File: config.mk
export PLATFORM = sky130hd
export DESIGN_NAME = dram_arbiter
export DESIGN_NICKNAME = d
export VERILOG_FILES = /design/src/rtl/dram_arbiter_pkg.sv /design/src/rtl/dram_arbiter_rr_arbiter2.sv /design/src/rtl/dram_arbiter.sv
export SDC_FILE = /design/constraint.sdc
export NUM_CORES = 1
export LEC_CHECK = 0
export ABC_AREA = 1
export BUFFER_PORTS_ARGS = -buffer_cell sky130_fd_sc_hd__buf_2
export CORE_AREA = 3 3 157 159
export CTS_CLUSTER_DIAMETER = 40
export DETAILED_ROUTE_END_ITERATION = 12
export DIE_AREA = 0 0 160 162
export GPL_TIMING_DRIVEN = 0
export PLACE_DENSITY = 0.56
export SYNTH_ARGS = -nofsm -noshare
export SYNTH_HDL_FRONTEND = slang
export SYNTH_SLANG_ARGS = --single-unit
File: constraint.sdc
create_clock -name clk -period 2.3 [get_ports clk]
set_clock_uncertainty 0.1 [all_clocks]
set_input_delay 0.23 -clock clk [delete_from_list [all_inputs] [get_ports clk]]
set_output_delay 0.23 -clock clk [all_outputs]
set_load 0.02 [all_outputs]
File: src/rtl/dram_arbiter_pkg.sv
// dram_arbiter_pkg: shared state encoding, width defaults and requester indices
package dram_arbiter_pkg;
    typedef enum logic [2:0] {IDLE, AR, R, AW, W, B, DONE} state_t;
    localparam int ADDR_W_DEF = 17;
    localparam int DATA_W_DEF = 64;
    localparam logic REQ0 = 1'b0;
    localparam logic REQ1 = 1'b1;
endpackage

File: src/rtl/dram_arbiter_rr_arbiter2.sv
// rr_arbiter2: two-way round-robin grant, favouring the requester not granted last
module rr_arbiter2
    import dram_arbiter_pkg::*;
(
    input  logic [1:0] req,
    input  logic       last_grant,
    output logic       any,
    output logic       grant
);
    always_comb begin
        any   = |req;
        grant = &req ? ~last_grant : (req[1] ? REQ1 : REQ0);
    end
endmodule

File: src/rtl/dram_arbiter.sv
// dram_arbiter: two-requester round-robin front end onto a single AXI-like DRAM port
module dram_arbiter
    import dram_arbiter_pkg::*;
#(
    parameter int ADDR_W = ADDR_W_DEF,
    parameter int DATA_W = DATA_W_DEF
) (
    input  logic              clk,
    input  logic              rst_n,
    input  logic [1:0]        req,
    input  logic [1:0]        we,
    input  logic [2*ADDR_W-1:0] addr,
    input  logic [2*DATA_W-1:0] wdata,
    output logic [1:0]        done,
    output logic [DATA_W-1:0] rdata,
    output logic              ar_valid,
    output logic [ADDR_W-1:0] ar_addr,
    input  logic              ar_ready,
    input  logic              r_valid,
    input  logic [DATA_W-1:0] r_data,
    output logic              r_ready,
    output logic              aw_valid,
    output logic [ADDR_W-1:0] aw_addr,
    input  logic              aw_ready,
    output logic              w_valid,
    output logic [DATA_W-1:0] w_data,
    input  logic              w_ready,
    input  logic              b_valid,
    output logic              b_ready
);
    state_t state, next;
    logic last_grant, cur, any, grant;
    logic [ADDR_W-1:0] addr_q;
    logic [DATA_W-1:0] wdata_q;

    rr_arbiter2 u_arb (.req(req), .last_grant(last_grant), .any(any), .grant(grant));

    assign ar_addr = addr_q;
    assign aw_addr = addr_q;
    assign w_data  = wdata_q;

    always_comb begin
        next = state;
        case (state)
            IDLE:    next = any ? (we[grant] ? AW : AR) : IDLE;
            AR:      next = ar_ready ? R : AR;
            R:       next = r_valid ? DONE : R;
            AW:      next = aw_ready ? W : AW;
            W:       next = w_ready ? B : W;
            B:       next = b_valid ? DONE : B;
            default: next = IDLE;
        endcase
    end

    // Handshake outputs are registered from the next state so they coincide with the state they belong to
    always_ff @(posedge clk) begin
        if (!rst_n) begin
            state      <= IDLE;
            last_grant <= REQ1;
            cur        <= REQ0;
            addr_q     <= '0;
            wdata_q    <= '0;
            rdata      <= '0;
            done       <= '0;
            ar_valid   <= 1'b0;
            r_ready    <= 1'b0;
            aw_valid   <= 1'b0;
            w_valid    <= 1'b0;
            b_ready    <= 1'b0;
        end else begin
            state <= next;
            if (state == IDLE && any) begin
                cur        <= grant;
                last_grant <= grant;
                addr_q     <= grant ? addr[2*ADDR_W-1:ADDR_W] : addr[ADDR_W-1:0];
                wdata_q    <= grant ? wdata[2*DATA_W-1:DATA_W] : wdata[DATA_W-1:0];
            end
            if (state == R && r_valid)
                rdata <= r_data;
            done     <= {next == DONE && cur, next == DONE && !cur};
            ar_valid <= next == AR;
            r_ready  <= next == R;
            aw_valid <= next == AW;
            w_valid  <= next == W;
            b_ready  <= next == B;
        end
    end
endmodule

* After elaboration in Yosys (flattened, before gate mapping)
Cells that the tools add are included.
Operators by class: magnitude comparators 1, equality and inequality tests 11, multiplexer cells 14, bitwise gates (word level) 1, reduce and logical (&&, ||, !) cells 8
Operator list (number):
- 2-to-1 mux 64 bit | 1
- case mux 3 bit (6 select lines) | 1
- 2-to-1 mux 17 bit | 1
- equality test 3 bit, second input constant | 5
- equality test 3 x 2 -> 1 bit, second input constant | 4
- 2-to-1 mux 2 bit | 4
- equality test 3 x 1 -> 1 bit, second input constant | 2
- 2-to-1 mux 3 bit | 2
- 2-to-1 mux 1 bit | 5
- logical AND 1 bit | 4
- logical NOT 3 bit | 1
- less-than comparator 1 x 2 -> 1 bit, second input constant | 1
- AND reduction 2 bit | 1
- OR reduction 2 bit | 1
- logical NOT 1 bit | 1
- inverter 1 bit | 1
Word-level totals: register bits 157, input bits 237, output and inout port bits 169, word-level logic and storage cells 47

* Longest topological paths before layout
Gate-level depths: netlist of run 1.
word-level depth 9, mapped depth 10, gate-level depth less buffers 9

* By module
Synthesis of run 1 repeated with hierarchy kept, for this count alone.
Unflattened totals: cell total of the unflattened synthesis 906, area, all modules 6518.8 um^2
By module, submodules not included:
- dram_arbiter | instances 1, cells each 903, area each 6503.7 um^2, seq. area each 3143.0 um^2
- rr_arbiter2 | instances 1, cells each 3, area each 15.0 um^2, seq. area each 0.0 um^2

* Worst setup path before layout of run 1
Ideal clock, no wire load.
path type register to register, from register state[0], to register addr_q[10] (netlist: ar_addr[10]), setup time 0.119 ns, arrival 1.135 ns, required time 2.081 ns, path slack 0.946 ns, stages on the path, launching flop included 8, path buffers 3, period minus slack after synthesis 1.354 ns, path through dfxtp_1 buf_4 nor2_4 nand3_2 buf_2 buf_2 a21oi_1 a21oi_1
Between the ends: longest elaborated chain between the ends 2
Ends and longest elaborated chain:
- from (decl) | RTL line dram_arbiter.sv:31 | state_t state, next;
- from (signal assigned) | RTL line dram_arbiter.sv:71 | state <= next;
- logical NOT 3 bit | RTL line dram_arbiter.sv:72 | if (state == IDLE && any) begin
- logical AND 1 bit | RTL line dram_arbiter.sv:72
- to (signal assigned) | RTL line dram_arbiter.sv:75 | addr_q <= grant ? addr[2*ADDR_W-1:ADDR_W] : addr[ADDR_W-1:0];
- to (decl) | RTL line dram_arbiter.sv:33 | logic [ADDR_W-1:0] addr_q;
Every way passes these cells. A chain may end at the register's enable or synchronous reset.

* Worst setup path after layout of run 1
from register state[0], to register wdata_q[21] (netlist: w_data[21])
Between the ends: longest elaborated chain between the ends 2
Ends and longest elaborated chain:
- logical NOT 3 bit | RTL line dram_arbiter.sv:72
- logical AND 1 bit | RTL line dram_arbiter.sv:72
- to (signal assigned) | RTL line dram_arbiter.sv:76 | wdata_q <= grant ? wdata[2*DATA_W-1:DATA_W] : wdata[DATA_W-1:0];
- to (decl) | RTL line dram_arbiter.sv:34 | logic [DATA_W-1:0] wdata_q;
Every way passes these cells.

==> run summary, run 1 <==
Reg2Reg Setup Slack -> 0.11 ns
Row cnt -> 56
Pwr Density -> 1182 nW/um2
# fillers -> 2281
Worst Path Buf+Inv -> 4
Clock Sinks -> 157
Worst relative slew slack -> 56.15%
Origin of the worst min-delay path -> wdata[15]
Starting density of the core -> 26.84%
Post-Synth XOR/XNOR Area -> 0%
Yosys cell types -> 22
Layout cell share with drive strength beyond 1 -> 34.89%
Hold Fails Final Rpt -> 0
Syn avg cell area -> 7.623 um2
Worst endpoint required time -> 2.51 ns
Clock slew at reported path FFs -> 0.07 ns
Max incr delay on CP -> 0.56 ns
Synth Area in Adders -> 0%
Synth Area in Compound Gates -> 24.88%
Main combinational cell family by area after synthesis -> compound AO/OA/AOI/OAI gates
Vias in the first global route -> 8168
Area grow syn2layout -> 82.43%
Detail Placement HPWL -> 19.63 mm
Worst Setup Start Kind -> flop
Leakage -> 5.591 nW
CTS root buf -> clkbuf_16
Nets -> 1698
Die area -> 25920 um2
Antenna-violating nets left -> 0
Die height -> 162 um
Clock tree from TritonCTS -> yes
DP Area -> 8707 um2
Peak supply drop -> 0.0005993 V
DRT iter0 DRCs -> 363
Commonest non-fill, non-tap cells in the layout -> buf_2 (428), dlygate4sd3_1 (213), a21oi_1 (164)
Area of the multi-input gates -> 2605 um2
Mapped cell area -> 6281 um2
Final global-route overflow total -> 0
Synth Area in Simple Gates -> 16.59%
Min Tclk post-route -> 2.191 ns
Fmax -> 456.4 MHz
Pre-antenna DRT Iters -> 6
Max Buffers Root-to-Sink -> 2
RR Endpoint -> w_data[21]
Initial antenna violation count -> 4
Area occupied by registers -> 3143 um2
Total global routing track utilization -> 20.58%
Final clock period utilization by the worst path -> 95.27%
Worst-Skew Late Latency -> 0.42 ns
Commonest non-fill, non-tap cell in the layout -> buf_2
CP max-delay cell -> dlygate4sd3_1
Tightest Pin Transition -> 0.6578 ns
Worst path arrival time -> 2.40 ns
DR vias -> 8135
Hold path depth -> 3
Final instance area -> 11460 um2
Post-synthesis cell count -> 824
Top delay family on crit path -> buffers and inverters
FF+latch count, synth -> 157
Width of the die -> 160 um
RR Startpoint -> state[0]
Crit-path cells -> buf_4 > nor2_4 > nand3_2 > buf_4 > buf_2 > a21oi_1 > a21oi_1 > dlygate4sd3_1
Setup TNS Final -> 0 ns
Worst min path class -> input pin to flop
Via-to-Cell Ratio -> 4.535
DRC -> 0
Final Wtd Congestion -> 0.8772
Mux cell area share after synthesis -> 0%
Pwr Total -> 13.55 mW
CP Class -> flop to flop
WHS Endpoint -> w_data[15]
Port bufs -> 405
Seq/Total Area, Yosys -> 50.04%
Largest net degree at the start of global routing -> 17
Critical Path End Type -> flop
Fin. max-slew vios -> 0
Syn nets -> 1061
Setup Buffers After CTS -> 0
H-tree Lvls -> 4
Max-Cap Viols -> 0
First-pass GRT wire length -> 42.83 mm
RSZ-0062 raised after global routing -> false
Status -> completed
Wirelength per Cell -> 15.67 um
DRT Wirelength -> 28.12 mm
Yosys Warn Count -> 0
Total CTS buffers -> 17
Worst R2R Path Depth -> 8
CORE AREA -> 23400 um2
Top Ports -> 406
Max FO, Critical Path -> 10
Setup violators final -> 0
## how the worst max path moves through the flow
stage,startpoint,endpoint,slack [ns],cells past startpoint
final,state[0],w_data[21],0.11,8
after floorplan,state[0],ar_addr[10],0.95,7
after detailed placement,req[0],ar_addr[10],0.49,7
after CTS,last_grant,w_data[33],0.08,7
after global placement,req[0],ar_addr[14],0.49,8
after global routing,last_grant,w_data[46],0.004,7
## cell type report
type | count | share of cell area, %
multi-input combinational | 568 | 22.73
timing repair buffer | 618 | 36.30
inverter | 15 | 0.4914
antenna | 2 | 0.04368
sequential | 157 | 27.43
buffer | 84 | 4.313
clock inverter | 14 | 1.496
tap | 319 | 3.483
clock buffer | 17 | 3.713
## tightest hold or removal path: cells and delay by family
| family | cells | cell delay (ns) |
|---|---|---|
| compound gates | 2 | 0.19 |
| buf+inv | 1 | 0.08 |
## power breakdown
| group | total, mW | internal, mW | switching (mW) |
|---|---|---|---|
| sequential | 4.15 | 3.61 | 0.536 |
| clock | 2.94 | 1.64 | 1.30 |
| combinational | 6.46 | 2.64 | 3.82 |
| total | 13.5 | 7.90 | 5.65 |
## state kept, by name (all words and copies together), names as in the netlist
register	count
ar_addr	17
ar_valid	1
aw_valid	1
b_ready	1
cur	1
done	2
last_grant	1
r_ready	1
rdata	64
state	3
w_data	64
w_valid	1
## through the flow
stage                     setup slack [ns]  util (%)  std cells  hold WS (ns)
after floorplan                     0.9458         -        824        0.2719
after global placement              0.4893     37.21       1548        0.3553
after detailed placement            0.4922     37.21       1548        0.3559
after CTS                          0.07507     48.87       1792      0.001606
after global routing              0.003999     48.96       1794      0.004395
final                               0.1089     48.96       1794       0.02075
## synthesized netlist by cell type (all sizes together)
| master | n | area [um2] |
|---|---|---|
| a21oi | 164 | 820.8 |
| dfxtp | 157 | 3143 |
| o21ai | 147 | 735.7 |
| nor2 | 139 | 536.8 |
| nand2 | 101 | 386.6 |
| buf | 58 | 379.1 |
| clkbuf | 26 | 97.59 |
| inv | 15 | 56.30 |
| nand3 | 10 | 82.58 |
| nand4 | 4 | 25.02 |
| nor3 | 1 | 5.000 |
| o22ai | 1 | 6.260 |
| or2 | 1 | 6.260 |
## metal layers
| layer | wire, um | vias to the layer above | GRT usage [%] |
|---|---|---|---|
| met5 | 24 | - | 0 |
| met2 | 13930 | 354 | 36.59 |
| met3 | 1950 | 56 | 6.427 |
| li1 | - | 4023 | - |
| met4 | 828 | 4 | 7.692 |
| met1 | 11380 | 3698 | 23.14 |
## cell families (layout without fill, tap and decap cells)
kind of cell / count (synthesis) / in the layout
compound gates: 312 / 312
buf+inv: 99 / 748
flops: 157 / 157
other cells: 0 / 2
simple gates: 256 / 256
## repair_timing
item / in CTS / in global routing
hold buffers: 213 / 0
gates resized for setup: 0 / 21
hold endpoints to repair: 145 / 0
endpoints found under the setup margin: 0 / 43
No activity file was read; power rests on OpenSTA's default activity.
==> run 2: changes to the inputs <==
Settings changed: CORE_AREA 3 3 157 159 to 3 3 155 157, DIE_AREA 0 0 160 162 to 0 0 158 160, PLACE_DENSITY 0.56 to 0.57.
Clock period 2.3 ns to 2.1 ns, I/O delays scaled along.
==> run summary, run 2 (synthesized netlist as in run 1, its figures left out) <==
Initial antenna violation count -> 0
Clock Sinks -> 157
Tightest Pin Transition -> 0.5622 ns
Antenna-violating nets left -> 0
Pre-antenna DRT Iters -> 5
CORE AREA -> 22640 um2
CTS root buf -> clkbuf_16
Layout cell share with drive strength beyond 1 -> 33.92%
Setup Buffers After CTS -> 0
Setup TNS Final -> 0 ns
Layout Cells excl Fill -> 1769
First-pass GRT wire length -> 43.30 mm
Max-Cap Viols -> 0
RSZ-0062 raised after global routing -> false
Clock slew at reported path FFs -> 0.07 ns
Worst Setup Start Kind -> flop
Fin util -> 50.64%
Status -> completed
Top Ports -> 406
Final clock period utilization by the worst path -> 93.12%
Max FO, Critical Path -> 10
Die height -> 160 um
Worst-Skew Late Latency -> 0.42 ns
Min Tclk post-route -> 1.955 ns
Nets -> 1707
Fmax -> 511.4 MHz
DRT Wirelength -> 28.16 mm
Leakage -> 5.484 nW
Wirelength per Cell -> 15.92 um
Hold Fails Final Rpt -> 0
Starting density of the core -> 27.74%
Width of the die -> 158 um
Hold Buf Count CTS -> 222
Max Buffers Root-to-Sink -> 2
Worst endpoint required time -> 2.31 ns
Total CTS buffers -> 17
Worst slack, placed -> 0.3359 ns
Via-to-Cell Ratio -> 4.661
Final WS setup -> 0.1446 ns
Pwr Density -> 1227 nW/um2
CP Class -> flop to flop
Peak supply drop -> 0.0006622 V
Post-placement cell count -> 1514
Clock tree from TritonCTS -> yes
Area grow syn2layout -> 82.55%
Setup violators final -> 0
Final global-route overflow total -> 0
DRC -> 0
Row cnt -> 55
DP Area -> 8665 um2
Fin. max-slew vios -> 0
Commonest non-fill, non-tap cell in the layout -> buf_2
Largest net degree at the start of global routing -> 18
Final instance area -> 11470 um2
Port bufs -> 405
Worst path arrival time -> 2.17 ns
Commonest non-fill, non-tap cells in the layout -> buf_2 (429), dlygate4sd3_1 (222), a21oi_1 (164)
Critical Path End Type -> flop
Detail Placement HPWL -> 19.58 mm
Die area -> 25280 um2
DR vias -> 8246
Post-CTS sizing -> 0
Final Wtd Congestion -> 0.8634
DRT iter0 DRCs -> 500
Vias in the first global route -> 8487
Total global routing track utilization -> 21.32%
Worst relative slew slack -> 62.52%
Worst min path class -> input pin to flop
H-tree Lvls -> 4
[run 2: cell types whose count changed in the layout (fill, tap and decap cells not counted)]
cell / before / now
clkinv_8: 0 / 2
buf_1: 2 / 7
buf_2: 428 / 429
diode_2: 2 / 1
clkinv_2: 0 / 1
bufinv_16: 2 / 0
clkbuf_1: 19 / 26
buf_4: 20 / 19
inv_6: 4 / 3
inv_8: 4 / 5
dlygate4sd3_1: 213 / 222
clkbuf_2: 12 / 0
[run 2: routing by layer]
metal,global-route usage (%),vias to the layer above,share of wire (%),wire [um]
met3,5.528,65,7.2,2022
li1,-,4033,-,-
met2,38.30,399,50,14210
met1,24.02,3749,39,11000
met4,7.861,0,3.3,931
met5,0,-,0,0
[run 2: final timing paths]
check,startpoint,endpoint,slack [ns],cells after the start
worst max-delay path,state[0],w_data[63],0.14,7
worst min-delay path,wdata[29],w_data[29],0.04,3
worst max register to register,state[0],w_data[63],0.14,7
worst min register to register,cur,done[1],0.37,2
[run 2: layout make-up]
| cell class | instances | area, um2 |
|---|---|---|
| inverters | 15 | 56.30 |
| clock buffers | 17 | 425.4 |
| fillers | 2154 | 11170 |
| flip-flops and latches | 157 | 3143 |
| repair buffers | 627 | 4249 |
| clock inverters | 15 | 151.4 |
| multi-input cells | 568 | 2605 |
| plain buffers | 84 | 476.7 |
| diodes | 1 | 2.502 |
| well taps | 285 | 356.6 |
[run 2: per-stage QoR]
step | power, mW | hold WS (ns)
6_report | 14.07 | 0.03974
5_1_grt | 14.95 | 0.01933
4_1_cts | 14.11 | 0.01049
3_5_place_dp | 10.69 | 0.3518
3_3_place_gp | 10.66 | 0.3445
2_1_floorplan | 8.474 | 0.2519
[run 2: worst max-delay path: stages (launching register included)]
cell	delay, ns
dfxtp_1	0.30
buf_4	0.16
nor2_4	0.13
nand3_2	0.13
buf_2	0.25
a21oi_1	0.15
a21oi_1	0.08
dlygate4sd3_1	0.55
[run 2: where the power goes]
group          internal [mW]  total, mW  switching [mW]  leakage [nW]
combinational           2.41       6.52            4.11          3.92
clock                   1.58       3.03            1.45         0.276
sequential              3.96       4.52           0.563          1.29
